$ cat config.mk
export PLATFORM = sky130hd
export DESIGN_NAME = card_pair_controller
export DESIGN_NICKNAME = d
export VERILOG_FILES = /design/src/rtl/card_pair_controller_pkg.sv /design/src/rtl/card_pair_controller_timer.sv /design/src/rtl/card_pair_controller.sv
export SDC_FILE = /design/constraint.sdc
export NUM_CORES = 1
export LEC_CHECK = 0
export CAP_MARGIN = 20
export CORE_MARGIN = 4
export CORE_UTILIZATION = 45
export CTS_CLUSTER_SIZE = 20
export DETAILED_ROUTE_END_ITERATION = 16
export HOLD_SLACK_MARGIN = 0.15
export PLACE_DENSITY = 0.66
export SLEW_MARGIN = 20
export SYNTH_ARGS = -nofsm -noshare
export SYNTH_HDL_FRONTEND = slang
export SYNTH_HIERARCHICAL = 1
export SYNTH_SLANG_ARGS = --single-unit
$ cat constraint.sdc
create_clock -name clk -period 3.9 [get_ports clk]
set_input_delay 0.39 -clock clk [delete_from_list [all_inputs] [get_ports clk]]
set_output_delay 0.39 -clock clk [all_outputs]
set_load 0.02 [all_outputs]
$ cat src/rtl/card_pair_controller_pkg.sv
// Shared state encoding and helpers for the memory-game card pair controller.
package card_pair_controller_pkg;

  typedef enum logic [3:0] {
    S_IDLE,
    S_WAIT_FIRST,
    S_RD_FIRST,
    S_LAT_FIRST,
    S_WAIT_SECOND,
    S_RD_SECOND,
    S_LAT_SECOND,
    S_COMPARE,
    S_SHOW,
    S_DONE
  } state_t;

  // Only the click-waiting states (and IDLE) count as not busy.
  function automatic logic is_busy(state_t s);
    return !(s == S_IDLE || s == S_WAIT_FIRST || s == S_WAIT_SECOND);
  endfunction

endpackage

$ cat src/rtl/card_pair_controller_timer.sv
// Loadable down-counter that holds the mismatched pair face-up.
module delay_timer #(
  parameter int W = 3
) (
  input  logic         clk,
  input  logic         rst,
  input  logic         load,
  input  logic [W-1:0] load_val,
  input  logic         tick,
  output logic         zero
);

  logic [W-1:0] r_cnt;

  always_ff @(posedge clk) begin
    if (!rst)                      r_cnt <= '0;
    else if (load)                 r_cnt <= load_val;
    else if (tick && r_cnt != '0)  r_cnt <= r_cnt - 1'b1;
  end

  assign zero = (r_cnt == '0);

endmodule

$ cat src/rtl/card_pair_controller.sv
// Runs one round of the memory game: take two card picks, read colours, keep pairs or flip back.
module card_pair_controller
  import card_pair_controller_pkg::*;
#(
  parameter int NUM_CARDS   = 15,
  parameter int ADDR_W      = 4,
  parameter int COLOR_W     = 12,
  parameter int SHOW_CYCLES = 65_000_000
) (
  input  logic                 clk,
  input  logic                 rst,
  input  logic                 enable,
  input  logic                 click_valid,
  input  logic [ADDR_W-1:0]    click_addr,
  output logic [ADDR_W-1:0]    rd_addr,
  input  logic [COLOR_W-1:0]   rd_data,
  output logic [NUM_CARDS-1:0] face_up,
  output logic [NUM_CARDS-1:0] matched,
  output logic [ADDR_W-1:0]    pairs_found,
  output logic                 busy,
  output logic                 game_done
);

  localparam int TW = (SHOW_CYCLES > 2) ? $clog2(SHOW_CYCLES) : 1;
  localparam logic [ADDR_W-1:0] HALF = ADDR_W'(NUM_CARDS / 2);
  localparam int MASK_W = 2 ** ADDR_W;

  state_t r_state, w_next;
  logic [ADDR_W-1:0]    r_idx1, r_idx2;
  logic [COLOR_W-1:0]   r_col1, r_col2;
  logic [NUM_CARDS-1:0] w_oh1, w_oh2, w_click_oh;
  logic [MASK_W-1:0]    w_taken;
  logic [ADDR_W-1:0]    w_pairs_inc;
  logic w_accept, w_abort, w_match, w_load, w_tick, w_zero;

  // Widen the taken mask so any click_addr can index it, even past NUM_CARDS.
  assign w_taken     = MASK_W'(face_up | matched);
  assign w_accept    = click_valid && enable &&
                       (r_state == S_WAIT_FIRST || r_state == S_WAIT_SECOND) &&
                       ({1'b0, click_addr} < (ADDR_W+1)'(NUM_CARDS)) && !w_taken[click_addr];
  assign w_abort     = (r_state != S_IDLE) && !enable;
  assign w_match     = (r_col1 == r_col2);
  assign w_oh1       = NUM_CARDS'(1) << r_idx1;
  assign w_oh2       = NUM_CARDS'(1) << r_idx2;
  assign w_click_oh  = NUM_CARDS'(1) << click_addr;
  assign w_pairs_inc = (pairs_found < HALF) ? pairs_found + 1'b1 : HALF;

  always_ff @(posedge clk) begin
    if (!rst) r_state <= S_IDLE;
    else      r_state <= w_next;
  end

  always_comb begin
    w_next = r_state;
    w_load = 1'b0;
    w_tick = 1'b0;
    case (r_state)
      S_IDLE:        if (enable) w_next = S_WAIT_FIRST;
      S_WAIT_FIRST:  if (w_accept) w_next = S_RD_FIRST;
      S_RD_FIRST:    w_next = S_LAT_FIRST;
      S_LAT_FIRST:   w_next = S_WAIT_SECOND;
      S_WAIT_SECOND: if (w_accept) w_next = S_RD_SECOND;
      S_RD_SECOND:   w_next = S_LAT_SECOND;
      S_LAT_SECOND:  w_next = S_COMPARE;
      S_COMPARE: begin
        if (w_match) w_next = (w_pairs_inc == HALF) ? S_DONE : S_WAIT_FIRST;
        else begin
          w_load = 1'b1;
          w_next = S_SHOW;
        end
      end
      S_SHOW: begin
        if (w_zero) w_next = S_WAIT_FIRST;
        else        w_tick = 1'b1;
      end
      S_DONE:        w_next = S_DONE;
      default:       w_next = S_IDLE;
    endcase
    if (w_abort) begin
      w_next = S_IDLE;
      w_load = 1'b0;
      w_tick = 1'b0;
    end
  end

  always_ff @(posedge clk) begin
    if (!rst) begin
      rd_addr     <= '0;
      face_up     <= '0;
      matched     <= '0;
      pairs_found <= '0;
      r_idx1      <= '0;
      r_idx2      <= '0;
      r_col1      <= '0;
      r_col2      <= '0;
    end else if (w_abort) begin
      // Found pairs stay visible so draw_cards can keep showing them until re-entry.
      face_up <= face_up & matched;
    end else begin
      case (r_state)
        S_IDLE: if (enable) begin
          face_up     <= '0;
          matched     <= '0;
          pairs_found <= '0;
        end
        S_WAIT_FIRST, S_WAIT_SECOND: if (w_accept) begin
          rd_addr <= click_addr;
          face_up <= face_up | w_click_oh;
          if (r_state == S_WAIT_FIRST) r_idx1 <= click_addr;
          else                         r_idx2 <= click_addr;
        end
        S_LAT_FIRST:  r_col1 <= rd_data;
        S_LAT_SECOND: r_col2 <= rd_data;
        S_COMPARE: if (w_match) begin
          matched     <= matched | w_oh1 | w_oh2;
          pairs_found <= w_pairs_inc;
        end
        S_SHOW: if (w_zero) face_up <= face_up & ~(w_oh1 | w_oh2);
        default: ;
      endcase
    end
  end

  delay_timer #(.W(TW)) u_show_timer (
    .clk      (clk),
    .rst      (rst),
    .load     (w_load),
    .load_val (TW'(SHOW_CYCLES - 1)),
    .tick     (w_tick),
    .zero     (w_zero)
  );

  assign busy      = is_busy(r_state);
  assign game_done = (r_state == S_DONE);

endmodule

==> metrics <==
status=finished clean; first-pass GRT wire length=approximately 28 mm; # H-tree levels=3; Synth top cells by count=100 x dfxtp_1, 71 x nand2_1, 54 x a21oi_1, 36 x nor2_1, 32 x o21ai_0; Final Hold Viols=0; Die Y=122 microns; FP Rows=a little over 40; CP arrival=3.49 ns; Layout Nets=778; critical path endpoint category=register; TritonRoute pass-1 iters=6; die area=~15000 sq um; WS Path Type=register to register; DP Wirelength=12.3 mm; R2R depth=9; Setup TNS=0 ns; hold-fix buffers at CTS=0; root buf cell=clkbuf_16; hold depth=2; largest net degree at the start of global routing=46; GRT Residual Overflow=0; EDFF count, synth=0; Yosys top cell area share=34.3%; Critical Path Start Type=register; cell area after layout=6920 sq um; Iteration-0 DRC Markers=484; worst skew pair latency=0.36 ns; required time of the critical path=4.18 ns; DR DRC count=0; DRT antenna net count=0; I/O Buffers=59; max_slew headroom=45.6%; crit-path max FO=14; Total Wirelength=17.3 mm; TritonCTS Buffers=9; initial antenna violation count=0; DR vias/cell=slightly above 6; syn avg cell area=8.36 sq um; Layout Skew=0.00828 ns; CTS tree=done; Seq/Total Area, Yosys=between 30% and 40%; Resized Gates After CTS=0; layout cells sized above 1=7.75%; area grow syn2layout=18.4%; top_reg_cell synth=dfxtp_1; Tot GR Track Use=23.8%; Ys Warns=6; Routability Congestion=0.938; peak supply drop=251 uV; flops & latches, synth=100; average wire per standard cell=18.6 microns; Die W=122 microns; Cell Area, Placed=6600 sq um; via count=5700; max_cap viols=0; pwr dens=about 320 nW/um^2; main area contributors after synthesis=dfxtp_1 34%, a21oi_1 4.6%, nand2_1 4.6%, xnor2_1 4.0%, mux2i_1 3.9%; worst hold path class=register to register; RSZ-0062 raised after global routing=false; post-CTS setup buffer count=0; # setup viols final=0; Total Power=2.21 mW; Async SR Flop Fraction=0%; clk slew on worst S/H paths=0.07 ns; share of the clock period used by the worst path=82.2%; Final Util=approximately 55%; mapped cell area=5840 sq um; vias in the first global route=around 5400; Inserted Diodes=0; Core Box Area=12700 sq um; Least-Margin Pin Slew=0.813 ns; count of different cell masters after synthesis=84; fin crit period=3.21 ns; f_max=0.312 GHz; io pins=60; Initial Util=~46%; CTS Sinks=100; Final Slew Violations=0; Leak Pwr=2.29 nW; largest buffer count on any clock path=2; top cell type by total area after synthesis=dfxtp_1; post-synthesis instance total=about 700; most frequent cell after synthesis=dfxtp_1
[path summary, 6_finish.rpt]
path                                             from         to  slack, ns
worst max-delay path            u_show_timer/r_cnt[6]  r_idx1[2]       0.69
worst min-delay path                        r_col1[7]  r_col1[7]       0.47
worst max register to register  u_show_timer/r_cnt[6]  r_idx1[2]       0.69
worst min register to register              r_col1[7]  r_col1[7]       0.47
[per-layer routing]
layer / vias to the layer above / global-route usage [%] / routed length [microns]
met2: 200 / 39.8 / 8320
met3: 46 / 4.04 / 888
met5: - / 0 / 0
li1: 2751 / - / -
met1: 2703 / 29.4 / 7380
met4: 0 / 12.3 / 727
[cell families after synthesis]
| kind of cell | after synthesis | share of synthesized area [%] |
|---|---|---|
| AND/OR/NAND/NOR | 244 | 23.3 |
| adder cells (fa/ha/maj) | 2 | 0.428 |
| buffers and inverters | 71 | 5.59 |
| XOR/XNOR | 30 | 4.50 |
| AO/OA/AOI/OAI | 225 | 27.2 |
| other | 2 | 0.129 |
| multiplexers | 25 | 4.52 |
| flip-flops | 100 | 34.3 |
[flip-flops by register name, summed over array words and instances, names as in the netlist]
| register | flops |
|---|---|
| face_up | 15 |
| matched | 15 |
| pairs_found | 4 |
| r_col1 | 12 |
| r_col2 | 12 |
| r_idx1 | 4 |
| r_idx2 | 4 |
| r_state | 4 |
| rd_addr | 4 |
| u_show_timer/r_cnt | 26 |
[cells in the final DEF (no fill, tap or decap), drive strengths merged, types with 9 or more instances in the layout]
master         netlist  layout
conb                 2      26
a31oi               28      28
buf                 23      16
a21oi               54      54
o21ai               34      34
nand2               72      72
clkbuf              30      10
o32ai                9       9
nor2                36      36
a311oi               9       9
and3                10      10
a211oi              11      11
a22oi               15      15
nand3               15      15
nor2b               14      14
nor4b                9       9
nor3                15      15
dfxtp              100     100
nor4                12      12
xnor2               27      27
inv                 18      19
nand4               14      14
clkdlybuf4s50        0      59
mux2i               23      23
o31ai               23      23
[stage by stage]
step	std cells	setup WS [ns]	hold WS [ns]
final	933	0.695	0.470
after global placement	917	0.820	0.456
after floorplan	723	0.922	0.450
after global routing	933	0.513	0.483
after CTS	933	0.725	0.474
after detailed placement	917	0.715	0.464
[power by group]
group	switching, mW	internal, mW	total, mW
Sequential	0.0115	1.03	1.04
Clock	0.403	0.563	0.966
Combinational	0.135	0.0690	0.204
Total	0.550	1.66	2.21
[layout make-up]
class,instances,area [sq um]
Clock buffer,10,229
Clock inverter,6,86.3
Fill cell,1223,5750
Inverter,18,67.6
Multi-Input combinational cell,552,3610
Sequential cell,100,2000
Tap cell,172,215
Timing Repair Buffer,75,711
[worst max-delay path: stages, from the launching register on]
cell       delay [ns]
dfxtp_1          0.34
nor4_1           0.53
and2_0           0.42
and3_1           0.29
nor2b_1          0.16
o2111ai_1        0.11
buf_4            0.22
and2_1           0.29
nor4_4           0.53
mux2i_1          0.23
Note: power is estimated with default switching activity, not from simulation.
